<file path="src/rtl/rasterizer_pixel_emitter_if.sv">
// AXI-Stream style pixel beat channel between the rasterizer and the
// attribute interpolator. One beat carries one covered pixel.
interface rasterizer_pixel_emitter_if;
  logic        tvalid;
  logic        tready;
  logic        tlast;
  logic [63:0] tdata;

  modport master (output tvalid, output tlast, output tdata, input tready);
  modport slave  (input tvalid, input tlast, input tdata, output tready);
endinterface

</file>
<file path="src/rtl/rasterizer_pixel_emitter.sv">
// Rasterizer pixel emitter: walks a triangle bounding box row-major, one
// position per clock, evaluates three incremental edge functions and emits
// every covered pixel as a 64-bit stream beat. A one-beat hold register
// delays each covered pixel so the final one can be tagged with tlast.
module rasterizer_pixel_emitter #(
  parameter int X_RESOLUTION = 128,
  parameter int EDGE_WIDTH   = 32
) (
  input  logic                  clk,
  input  logic                  reset,
  input  logic                  start,
  output logic                  busy,
  output logic                  done,
  input  logic [15:0]           bbox_start_x,
  input  logic [15:0]           bbox_start_y,
  input  logic [15:0]           bbox_end_x,
  input  logic [15:0]           bbox_end_y,
  input  logic [EDGE_WIDTH-1:0] w0,
  input  logic [EDGE_WIDTH-1:0] w1,
  input  logic [EDGE_WIDTH-1:0] w2,
  input  logic [EDGE_WIDTH-1:0] w0_inc_x,
  input  logic [EDGE_WIDTH-1:0] w1_inc_x,
  input  logic [EDGE_WIDTH-1:0] w2_inc_x,
  input  logic [EDGE_WIDTH-1:0] w0_inc_y,
  input  logic [EDGE_WIDTH-1:0] w1_inc_y,
  input  logic [EDGE_WIDTH-1:0] w2_inc_y,
  rasterizer_pixel_emitter_if.master m_axis
);

  localparam logic [31:0] ROW_STRIDE = 32'(X_RESOLUTION);

  typedef enum logic [1:0] {IDLE = 2'd0, WALK = 2'd1, FLUSH = 2'd2} state_t;

  state_t state_q, state_d;
  logic [15:0] x_q, x_d, y_q, y_d;
  logic [15:0] sx_q, sx_d, ex_q, ex_d, ey_q, ey_d;
  logic [31:0] index_q, index_d, row_index_q, row_index_d;
  logic [2:0][EDGE_WIDTH-1:0] w_q, w_d, row_w_q, row_w_d;
  logic [2:0][EDGE_WIDTH-1:0] inc_x_q, inc_x_d, inc_y_q, inc_y_d;
  logic        hold_valid_q, hold_valid_d;
  logic [63:0] hold_data_q, hold_data_d;
  logic        tvalid_q, tvalid_d, tlast_q, tlast_d;
  logic [63:0] tdata_q, tdata_d;
  logic        busy_q, busy_d, done_q, done_d;

  logic out_free_s, covered_s, row_end_s, last_pos_s;

  assign m_axis.tvalid = tvalid_q;
  assign m_axis.tlast  = tlast_q;
  assign m_axis.tdata  = tdata_q;
  assign busy          = busy_q;
  assign done          = done_q;

  // Next-state logic: FSM, position/edge stepping, hold register and output beat.
  always_comb begin
    state_d      = state_q;
    x_d          = x_q;
    y_d          = y_q;
    sx_d         = sx_q;
    ex_d         = ex_q;
    ey_d         = ey_q;
    index_d      = index_q;
    row_index_d  = row_index_q;
    w_d          = w_q;
    row_w_d      = row_w_q;
    inc_x_d      = inc_x_q;
    inc_y_d      = inc_y_q;
    hold_valid_d = hold_valid_q;
    hold_data_d  = hold_data_q;
    tvalid_d     = tvalid_q;
    tlast_d      = tlast_q;
    tdata_d      = tdata_q;
    busy_d       = busy_q;
    done_d       = 1'b0;

    out_free_s = !tvalid_q || m_axis.tready;
    covered_s  = !w_q[0][EDGE_WIDTH-1] && !w_q[1][EDGE_WIDTH-1] && !w_q[2][EDGE_WIDTH-1];
    row_end_s  = (x_q == (ex_q - 16'd1));
    last_pos_s = row_end_s && (y_q == (ey_q - 16'd1));

    // A beat that handshakes this cycle leaves the output unless refilled below.
    if (tvalid_q && m_axis.tready) begin
      tvalid_d = 1'b0;
    end else begin
      tvalid_d = tvalid_q;
    end

    case (state_q)
      IDLE: begin
        if (start) begin
          x_d         = bbox_start_x;
          y_d         = bbox_start_y;
          sx_d        = bbox_start_x;
          ex_d        = bbox_end_x;
          ey_d        = bbox_end_y;
          index_d     = 32'(bbox_start_y) * ROW_STRIDE + 32'(bbox_start_x);
          row_index_d = 32'(bbox_start_y) * ROW_STRIDE + 32'(bbox_start_x);
          w_d         = {w2, w1, w0};
          row_w_d     = {w2, w1, w0};
          inc_x_d     = {w2_inc_x, w1_inc_x, w0_inc_x};
          inc_y_d     = {w2_inc_y, w1_inc_y, w0_inc_y};
          busy_d      = 1'b1;
          if ((bbox_end_x <= bbox_start_x) || (bbox_end_y <= bbox_start_y)) begin
            state_d = FLUSH;
          end else begin
            state_d = WALK;
          end
        end else begin
          state_d = IDLE;
        end
      end
      WALK: begin
        if (out_free_s) begin
          if (covered_s) begin
            if (hold_valid_q) begin
              tvalid_d = 1'b1;
              tlast_d  = 1'b0;
              tdata_d  = hold_data_q;
            end else begin
              tlast_d = tlast_q;
            end
            hold_valid_d = 1'b1;
            hold_data_d  = {index_q, y_q, x_q};
          end else begin
            hold_valid_d = hold_valid_q;
          end
          if (row_end_s) begin
            x_d         = sx_q;
            y_d         = y_q + 16'd1;
            row_index_d = row_index_q + ROW_STRIDE;
            index_d     = row_index_q + ROW_STRIDE;
            for (int i = 0; i < 3; i++) begin
              row_w_d[i] = row_w_q[i] + inc_y_q[i];
              w_d[i]     = row_w_q[i] + inc_y_q[i];
            end
          end else begin
            x_d     = x_q + 16'd1;
            index_d = index_q + 32'd1;
            for (int i = 0; i < 3; i++) begin
              w_d[i] = w_q[i] + inc_x_q[i];
            end
          end
          if (last_pos_s) begin
            state_d = FLUSH;
          end else begin
            state_d = WALK;
          end
        end else begin
          state_d = WALK;
        end
      end
      FLUSH: begin
        if (hold_valid_q) begin
          if (out_free_s) begin
            tvalid_d     = 1'b1;
            tlast_d      = 1'b1;
            tdata_d      = hold_data_q;
            hold_valid_d = 1'b0;
          end else begin
            hold_valid_d = 1'b1;
          end
        end else if (out_free_s) begin
          state_d = IDLE;
          busy_d  = 1'b0;
          done_d  = 1'b1;
        end else begin
          state_d = FLUSH;
        end
      end
      default: begin
        state_d      = IDLE;
        busy_d       = 1'b0;
        tvalid_d     = 1'b0;
        hold_valid_d = 1'b0;
      end
    endcase
  end

  // State and datapath registers with synchronous reset that abandons any walk.
  always_ff @(posedge clk) begin
    if (reset) begin
      state_q      <= IDLE;
      x_q          <= 16'd0;
      y_q          <= 16'd0;
      sx_q         <= 16'd0;
      ex_q         <= 16'd0;
      ey_q         <= 16'd0;
      index_q      <= 32'd0;
      row_index_q  <= 32'd0;
      w_q          <= '0;
      row_w_q      <= '0;
      inc_x_q      <= '0;
      inc_y_q      <= '0;
      hold_valid_q <= 1'b0;
      hold_data_q  <= 64'd0;
      tvalid_q     <= 1'b0;
      tlast_q      <= 1'b0;
      tdata_q      <= 64'd0;
      busy_q       <= 1'b0;
      done_q       <= 1'b0;
    end else begin
      state_q      <= state_d;
      x_q          <= x_d;
      y_q          <= y_d;
      sx_q         <= sx_d;
      ex_q         <= ex_d;
      ey_q         <= ey_d;
      index_q      <= index_d;
      row_index_q  <= row_index_d;
      w_q          <= w_d;
      row_w_q      <= row_w_d;
      inc_x_q      <= inc_x_d;
      inc_y_q      <= inc_y_d;
      hold_valid_q <= hold_valid_d;
      hold_data_q  <= hold_data_d;
      tvalid_q     <= tvalid_d;
      tlast_q      <= tlast_d;
      tdata_q      <= tdata_d;
      busy_q       <= busy_d;
      done_q       <= done_d;
    end
  end

endmodule

</file>
<file path="src/flat_wrapper.sv">
// flat-port wrapper written by rule: the top's interface ports become plain ports
module rasterizer_pixel_emitter_flat 
#(
  parameter int X_RESOLUTION = 128,
  parameter int EDGE_WIDTH   = 32
)
  (clk, reset, start, busy, done, bbox_start_x, bbox_start_y, bbox_end_x, bbox_end_y, w0, w1, w2, w0_inc_x, w1_inc_x, w2_inc_x, w0_inc_y, w1_inc_y, w2_inc_y, m_axis_tvalid, m_axis_tlast, m_axis_tdata, m_axis_tready);
  rasterizer_pixel_emitter_if m_axis_i ();
  input  logic clk;
  input  logic reset;
  input  logic start;
  output logic busy;
  output logic done;
  input  logic [15:0] bbox_start_x;
  input  logic [15:0] bbox_start_y;
  input  logic [15:0] bbox_end_x;
  input  logic [15:0] bbox_end_y;
  input  logic [EDGE_WIDTH-1:0] w0;
  input  logic [EDGE_WIDTH-1:0] w1;
  input  logic [EDGE_WIDTH-1:0] w2;
  input  logic [EDGE_WIDTH-1:0] w0_inc_x;
  input  logic [EDGE_WIDTH-1:0] w1_inc_x;
  input  logic [EDGE_WIDTH-1:0] w2_inc_x;
  input  logic [EDGE_WIDTH-1:0] w0_inc_y;
  input  logic [EDGE_WIDTH-1:0] w1_inc_y;
  input  logic [EDGE_WIDTH-1:0] w2_inc_y;
  output wire logic [$bits(m_axis_i.tvalid)-1:0] m_axis_tvalid;
  output wire logic [$bits(m_axis_i.tlast)-1:0] m_axis_tlast;
  output wire logic [$bits(m_axis_i.tdata)-1:0] m_axis_tdata;
  input wire logic [$bits(m_axis_i.tready)-1:0] m_axis_tready;
  assign m_axis_tvalid = m_axis_i.tvalid;
  assign m_axis_tlast = m_axis_i.tlast;
  assign m_axis_tdata = m_axis_i.tdata;
  assign m_axis_i.tready = m_axis_tready;
  rasterizer_pixel_emitter #(.X_RESOLUTION(X_RESOLUTION), .EDGE_WIDTH(EDGE_WIDTH)) u_core (.clk(clk), .reset(reset), .start(start), .busy(busy), .done(done), .bbox_start_x(bbox_start_x), .bbox_start_y(bbox_start_y), .bbox_end_x(bbox_end_x), .bbox_end_y(bbox_end_y), .w0(w0), .w1(w1), .w2(w2), .w0_inc_x(w0_inc_x), .w1_inc_x(w1_inc_x), .w2_inc_x(w2_inc_x), .w0_inc_y(w0_inc_y), .w1_inc_y(w1_inc_y), .w2_inc_y(w2_inc_y), .m_axis(m_axis_i));
endmodule
</file>
<file path="config.mk">
export PLATFORM = sky130hd
export DESIGN_NAME = rasterizer_pixel_emitter_flat
export DESIGN_NICKNAME = d
export VERILOG_FILES = /design/src/rtl/rasterizer_pixel_emitter_if.sv /design/src/rtl/rasterizer_pixel_emitter.sv /design/src/flat_wrapper.sv
export SDC_FILE = /design/constraint.sdc
export NUM_CORES = 2
export LEC_CHECK = 0
export CAP_MARGIN = 20
export CORE_ASPECT_RATIO = 1.2
export CORE_MARGIN = 8
export CORE_UTILIZATION = 50
export CTS_CLUSTER_SIZE = 14
export DETAILED_ROUTE_END_ITERATION = 7
export PLACE_DENSITY = 0.84
export RECOVER_POWER = 25
export SLEW_MARGIN = 20
export SYNTH_ARGS = -nofsm -noshare
export SYNTH_HDL_FRONTEND = slang
export SYNTH_SLANG_ARGS = --single-unit
</file>
<file path="constraint.sdc">
create_clock -name clk -period 4.4 [get_ports clk]
set_clock_uncertainty 0.1 [all_clocks]
set_input_delay 0.44 -clock clk [delete_from_list [all_inputs] [get_ports clk]]
set_output_delay 0.44 -clock clk [all_outputs]
set_load 0.01 [all_outputs]
</file>
# Yosys cells after proc, flatten, opt, wreduce, memory -nomap -nowiden
# Cells that the tools add are included.
totals:
  ff_bits: 663
  latchBits: 0
  ram_bits: 0
  romBits: 0
  out_inout_bits: 68
  word_cells: 136
  n_memories: 0
op_classes:
  add_sub_neg: 13
  mul: 0
  div: 0
  magnitude_cmp: 2
  n_eq_ne: 12
  shift: 0
  n_mux: 58
  n_bitwise: 3
  reduce_logical: 21
ops:
  columns: ["cell", "count"]
  rows:
  - ["2-to-1 mux 96 bit", 5]
  - ["case mux 96 bit (2 select lines)", 2]
  - ["2-to-1 mux 64 bit", 5]
  - ["adder 32 bit", 6]
  - ["2-to-1 mux 32 bit", 5]
  - ["case mux 32 bit (2 select lines)", 2]
  - ["case mux 64 bit (2 select lines)", 1]
  - ["2-to-1 mux 16 bit", 6]
  - ["case mux 16 bit (2 select lines)", 2]
  - ["adder 16 x 1 -> 16 bit, second input constant", 2]
  - ["adder 32 x 1 -> 32 bit, second input constant", 1]
  - ["adder 32 x 8 -> 32 bit, second input constant", 1]
  - ["equality test 16 bit", 2]
  - ["less-or-equal comparator 16 bit", 2]
  - ["subtractor 16 x 1 -> 16 bit, second input constant", 2]
  - ["adder 23 x 16 -> 24 bit", 1]
  - ["2-to-1 mux 1 bit", 19]
  - ["2-to-1 mux 2 bit", 6]
  - ["inequality test 2 x 1 -> 1 bit, second input constant", 6]
  - ["case mux 1 bit (3 select lines)", 3]
  - ["AND reduction 3 bit", 3]
  - ["AND reduction 4 bit", 2]
  - ["case mux 2 bit (3 select lines)", 1]
  - ["AND reduction 6 bit", 1]
  - ["other kinds (12)", 23]

# Depth between registers and ports, before layout
depth:
  ltp_word: 6
  mapped_depth: 14
  depth_no_buf: 13

# Worst setup path after synthesis
# OpenSTA, ideal clock, no wires.
synth_path:
  path_kind: "reg-to-reg"
  start: "register u_core.inc_y_q[32] (netlist name)"
  end: "register u_core.w_q[58] (netlist name)"
  setup_ns: 0.070
  arrival_time_ns: 2.944
  required_ns: 4.230
  setup_slack_ns: 1.286
  stages_incl_launch_ff: 14
  n_path_buf: 0
  period_less_slack_ns: 3.114
  cell_sequence: "dfxtp_1 ha_1 inv_1 fa_1 nor2b_1 o31a_1 a21oi_1 o31a_1 o41ai_1 a31oi_1 xor2_1 a211oi_1 o21ai_0 a21oi_1"
synth_via:
  elab_chain_cells: 4
synth_rtl:
  columns: ["item", "line_no", "source"]
  rows:
  - ["start: declaration", "rasterizer_pixel_emitter.sv:39", "logic [2:0][EDGE_WIDTH-1:0] inc_x_q, inc_x_d, inc_y_q, inc_y_d;"]
  - ["start signal: assignment", "rasterizer_pixel_emitter.sv:213", "inc_y_q <= inc_y_d;"]
  - ["adder 32 bit", "rasterizer_pixel_emitter.sv:134", "w_d[i] = row_w_q[i] + inc_y_q[i];"]
  - ["2-to-1 mux 96 bit", "rasterizer_pixel_emitter.sv:127", "if (row_end_s) begin"]
  - ["2-to-1 mux 96 bit", "rasterizer_pixel_emitter.sv:113", "if (out_free_s) begin"]
  - ["case mux 96 bit (2 select lines)", "rasterizer_pixel_emitter.sv:88", "case (state_q)"]
  - ["end signal: assignment", "rasterizer_pixel_emitter.sv:210", "w_q <= w_d;"]
  - ["end: declaration", "rasterizer_pixel_emitter.sv:38", "logic [2:0][EDGE_WIDTH-1:0] w_q, w_d, row_w_q, row_w_d;"]
# No other way between the ends. The select of a mux whose other input is x is not followed.
# A chain may end at the register's enable or synchronous reset.

# Worst setup path in the final report
layout_path:
  start: "register u_core.ex_q[0]"
  end: "register u_core.row_index_q[29]"
layout_via:
  elab_chain_cells: 4
layout_rtl:
  columns: ["item", "line_no", "source"]
  rows:
  - ["start: declaration", "rasterizer_pixel_emitter.sv:36", "logic [15:0] sx_q, sx_d, ex_q, ex_d, ey_q, ey_d;"]
  - ["start signal: assignment", "rasterizer_pixel_emitter.sv:186", "ex_q <= 16'd0;"]
  - ["start signal: assignment", "rasterizer_pixel_emitter.sv:206", "ex_q <= ex_d;"]
  - ["subtractor 16 x 1 -> 16 bit", "rasterizer_pixel_emitter.sv:78", "row_end_s = (x_q == (ex_q - 16'd1));"]
  - ["equality test 16 bit", "rasterizer_pixel_emitter.sv:78", null]
  - ["inequality test 2 x 1 -> 1 bit (no source line)", null, null]
  - ["AND reduction 4 bit (no source line)", null, null]
  - ["end signal: assignment", "rasterizer_pixel_emitter.sv:209", "row_index_q <= row_index_d;"]
  - ["end: declaration", "rasterizer_pixel_emitter.sv:37", "logic [31:0] index_q, index_d, row_index_q, row_index_d;"]
# No other way between the ends.

==> summary.md <==
| Metric | Value |
|---|---|
| H-tree depth | `3` |
| Crit end category | `flip-flop` |
| Worst Setup EP | `u_core.row_index_q[29]` |
| Post-synth EDFFs | `0` |
| Horiz. Die Dim | `268.3 um` |
| Final Hold Viols | `0` |
| CTS tree | `done` |
| Num CTS Buffers | `73` |
| Buffers on Ports | `423` |
| Drt pass-1 iters | `6` |
| Stages on the worst setup path | `11` |
| Clock insertion delay at the later pin of the skew report | `0.63 ns` |
| Synth unique cells | `98` |
| Clock transition at path regs | `0.06 ns` |
| Yosys reg bits | `663` |
| Ys flop type | `dfxtp_1` |
| Clk sinks | `663` |
| Routed wire length | `130800 um` |
| Minimum clock period after layout | `3.972 ns` |
| CP Class | `reg -> reg` |
| Post-CTS setup buffer count | `0` |
| Worst Path Required | `4.85 ns` |
| Rows | `111` |
| Syn-to-layout area delta | `19.35%` |
| Cell Area, Placed | `0.04307 sq mm` |
| Slew margin rel. | `-0.1418` |
| Synthesized cell area | `0.03819 sq mm` |
| DP Worst Slack | `0.4937 ns` |
| VDD IR max | `0.0002885 V` |
| Largest net degree at the start of global routing | `137` |
| WP data arrival | `4.42 ns` |
| Number of warnings issued by yosys | `0` |
| Routed Antenna Nets | `0` |
| WL/cell | `20.61 um` |
| Die area | `0.08551 sq mm` |
| Crit-path cells | `inv_1 -> ha_1 -> nor2b_1 -> nand3_1 -> o211a_1 -> o31ai_1 -> and4b_2 -> and2_4 -> nand2_2 -> or3_1 -> a21oi_1` |
| Post-CTS resize count | `0` |
| Number of global-route vias before repair | `36870` |
| Buf/Inv on CP | `1` |
| Asr flop ratio synth | `0` |
| Clk buf depth | `3` |
| RR Endpoint | `u_core.row_index_q[29]` |
| GRT Residual Overflow | `0` |
| Critical Path Source Type | `flip-flop` |
| Failing checks | `capacitance limit, slew limit` |
| Reg2Reg Depth | `11` |
| Final WS setup | `0.4280 ns` |
| Critical path's largest stage delay | `0.52 ns` |
| Status | `complete, but fails checks` |
| Fillers | `6795` |
| Cell area power density | `370.3 mW/mm^2` |
| Initial Util | `0.5026` |
| Vias per inst | `6.057` |
| Sequential share of the synthesized area | `0.3476` |
| R2R Path Start | `u_core.ex_q[0]` |
| Die Y | `318.7 um` |
| Setup TNS | `0 ns` |
| Max_cap viols | `3` |
| DRC violation total after the first TritonRoute iteration | `3707` |
| First-pass GRT wire length | `202400 um` |
| Worst Path Max Fanout | `26` |
| Proportion of layout cells with a drive suffix above 1 | `0.04364` |
| RSZ-0062 raised after global routing | `no` |
| FF/Latch Area | `0.01327 sq mm` |
| Type of the worst min-delay path | `in -> reg` |
| Via count | `38430` |
| Design Area, Final | `0.04557 sq mm` |
| Largest delay share family, worst path | `simple AND/OR/NAND/NOR gates` |
| Post-route DRC | `0` |
| Total GRT Usage | `0.2921` |
| Slew Viols, Final | `272` |
| Cells after synthesis | `5001` |
| Crit path max-delay cell type | `nand2_2` |
| Clock Root Buffer | `clkbuf_16` |
| Area of the core | `0.07597 sq mm` |
| Leak | `18.45 nW` |
| Total Nets Final | `5862` |
| Hold Buf Count CTS | `0` |
| Synthesized area per cell | `7.636 sq um` |
| R2r setup slk | `0.43 ns` |
| Worst setup startpoint | `u_core.ex_q[0]` |
| Finish-stage setup viols | `0` |
| GP Congestion | `0.9524` |
| Mapped Nets | `5601` |
| Period utilization | `0.9027` |
| Multi-input logic area | `0.02336 sq mm` |
| Worst-margin pin slew | `1.713 ns` |
| Top Ports | `424` |
| DP HPWL | `92980 um` |
| Initial antenna violation count | `12` |
| Fmax | `251.8 MHz` |
## metal layers
metal  up-vias  track usage  wire [um]
li1      18230            -          -
met1     18130       0.3625      52250
met2      1678       0.4863      61250
met3       381      0.04974      10740
met4         4       0.1416       6518
met5         -            0         25
## stage by stage
stage / utilization / total power, W / hold slack [ns] / cells
2_1_floorplan: - / 0.009212 / 0.3291 / 5001
3_3_place_gp: 0.5669 / 0.01030 / 0.3369 / 6204
3_5_place_dp: 0.5669 / 0.01039 / 0.3435 / 6204
4_1_cts: 0.6000 / 0.01689 / 0.06480 / 6333
5_1_grt: 0.5996 / 0.01760 / 0.09750 / 6337
6_report: 0.5999 / 0.01687 / 0.09701 / 6345
## layout make-up
cell class                      count  share of cell area
Multi-Input combinational cell   3935              0.5125
Sequential cell                   663              0.2912
Timing Repair Buffer              472              0.1027
Clock buffer                       97             0.04404
Tap cell                         1017             0.02792
Clock inverter                     32             0.01123
Inverter                          117            0.009747
Antenna cell                       12           0.0006589
## how the worst min path moves through the flow
stage | to | slack [ns] | depth (start not counted) | start
CTS | u_core.row_w_q[63] | 0.06 | 2 | reset
detailed placement | u_core.m_axis.tdata[63] | 0.34 | 2 | u_core.hold_data_q[63]
global route | u_core.row_w_q[63] | 0.1 | 2 | reset
floorplan | u_core.w_q[88] | 0.33 | 2 | u_core.w_q[88]
finish | u_core.inc_y_q[49] | 0.1 | 2 | reset
global placement | u_core.m_axis.tdata[19] | 0.34 | 2 | u_core.hold_data_q[19]
## flip-flops by register name, summed over array words and instances, names as in the netlist, 32 cells and up
name,count
u_core.inc_y_q,96
u_core.w_q,96
u_core.m_axis.tdata,64
u_core.inc_x_q,96
u_core.row_w_q,96
u_core.index_q,32
u_core.hold_data_q,64
u_core.row_index_q,32
## cells by family after synthesis
logic type	after synthesis	share of synthesized area
mux	22	0.005832
flops	663	0.3476
xor+xnor	245	0.05619
buf+inv	403	0.04171
fa+ha+maj	244	0.08133
simple gates	1817	0.2082
compound gates	1607	0.2592
## synthesized netlist by cell type, types with 16 or more instances
library cell | number | share of area
o31ai_1 | 19 | 0.0037
o211ai_1 | 27 | 0.0053
nor3_1 | 84 | 0.011
o21a_1 | 77 | 0.015
a21oi_1 | 709 | 0.093
o21ai_0 | 242 | 0.032
o211a_1 | 19 | 0.0050
and3_1 | 42 | 0.0069
nand3_1 | 93 | 0.012
dfxtp_1 | 663 | 0.35
o21bai_1 | 27 | 0.0053
nor4_1 | 19 | 0.0031
clkbuf_1 | 221 | 0.022
a21o_1 | 105 | 0.021
nor2b_1 | 49 | 0.0080
inv_1 | 116 | 0.011
buf_2 | 37 | 0.0048
a311oi_1 | 16 | 0.0037
or3_1 | 21 | 0.0034
xnor2_1 | 149 | 0.034
nand2_1 | 1016 | 0.10
a31oi_1 | 68 | 0.011
o22ai_1 | 21 | 0.0034
nor2_1 | 320 | 0.031
mux2i_1 | 20 | 0.0052
xor2_1 | 96 | 0.022
buf_1 | 22 | 0.0022
a211oi_1 | 90 | 0.018
nand4_1 | 45 | 0.0074
nand2b_1 | 36 | 0.0059
ha_1 | 237 | 0.078
## report_power, final
part	internal, W	switching, W
clock network	0.00384	0.00268
registers	0.00643	0.000379
logic	0.00147	0.00208
total	0.0117	0.00514
## worst register-to-register path, cell delays in order (launching register included)
cell and delay [ns]:
dfxtp_1 0.37, inv_1 0.09, ha_1 0.27, nor2b_1 0.28
nand3_1 0.13, o211a_1 0.24, o31ai_1 0.31, and4b_2 0.40
and2_4 0.50, nand2_2 0.54, or3_1 0.53, a21oi_1 0.16
## cells in the final DEF, fill, tap and decap left out, drive strengths merged, types with 15 or more instances in the layout
| master | synthesis | layout |
|---|---|---|
| and2 | 16 | 16 |
| clkdlybuf4s50 | 0 | 354 |
| ha | 237 | 237 |
| o22ai | 21 | 21 |
| a22oi | 15 | 15 |
| o21ai | 257 | 257 |
| a21oi | 710 | 710 |
| a21boi | 19 | 19 |
| xor2 | 96 | 96 |
| xnor2 | 149 | 149 |
| nor2 | 323 | 323 |
| o211ai | 27 | 27 |
| clkbuf | 221 | 101 |
| o31ai | 20 | 20 |
| dlygate4sd3 | 0 | 68 |
| nand3 | 93 | 93 |
| nand3b | 15 | 15 |
| nor2b | 49 | 49 |
| o21a | 77 | 77 |
| or3 | 22 | 22 |
| a311oi | 16 | 16 |
| nand4 | 45 | 45 |
| o21bai | 27 | 27 |
| a31oi | 68 | 68 |
| nor3 | 85 | 85 |
| inv | 117 | 123 |
| a21o | 105 | 105 |
| mux2i | 20 | 20 |
| buf | 65 | 46 |
| a211oi | 91 | 91 |
| o211a | 20 | 20 |
| nor4 | 21 | 21 |
| and3 | 42 | 42 |
| dfxtp | 663 | 663 |
| nand2b | 36 | 36 |
| nand2 | 1020 | 1020 |
Power figures use the tool's default switching activity.
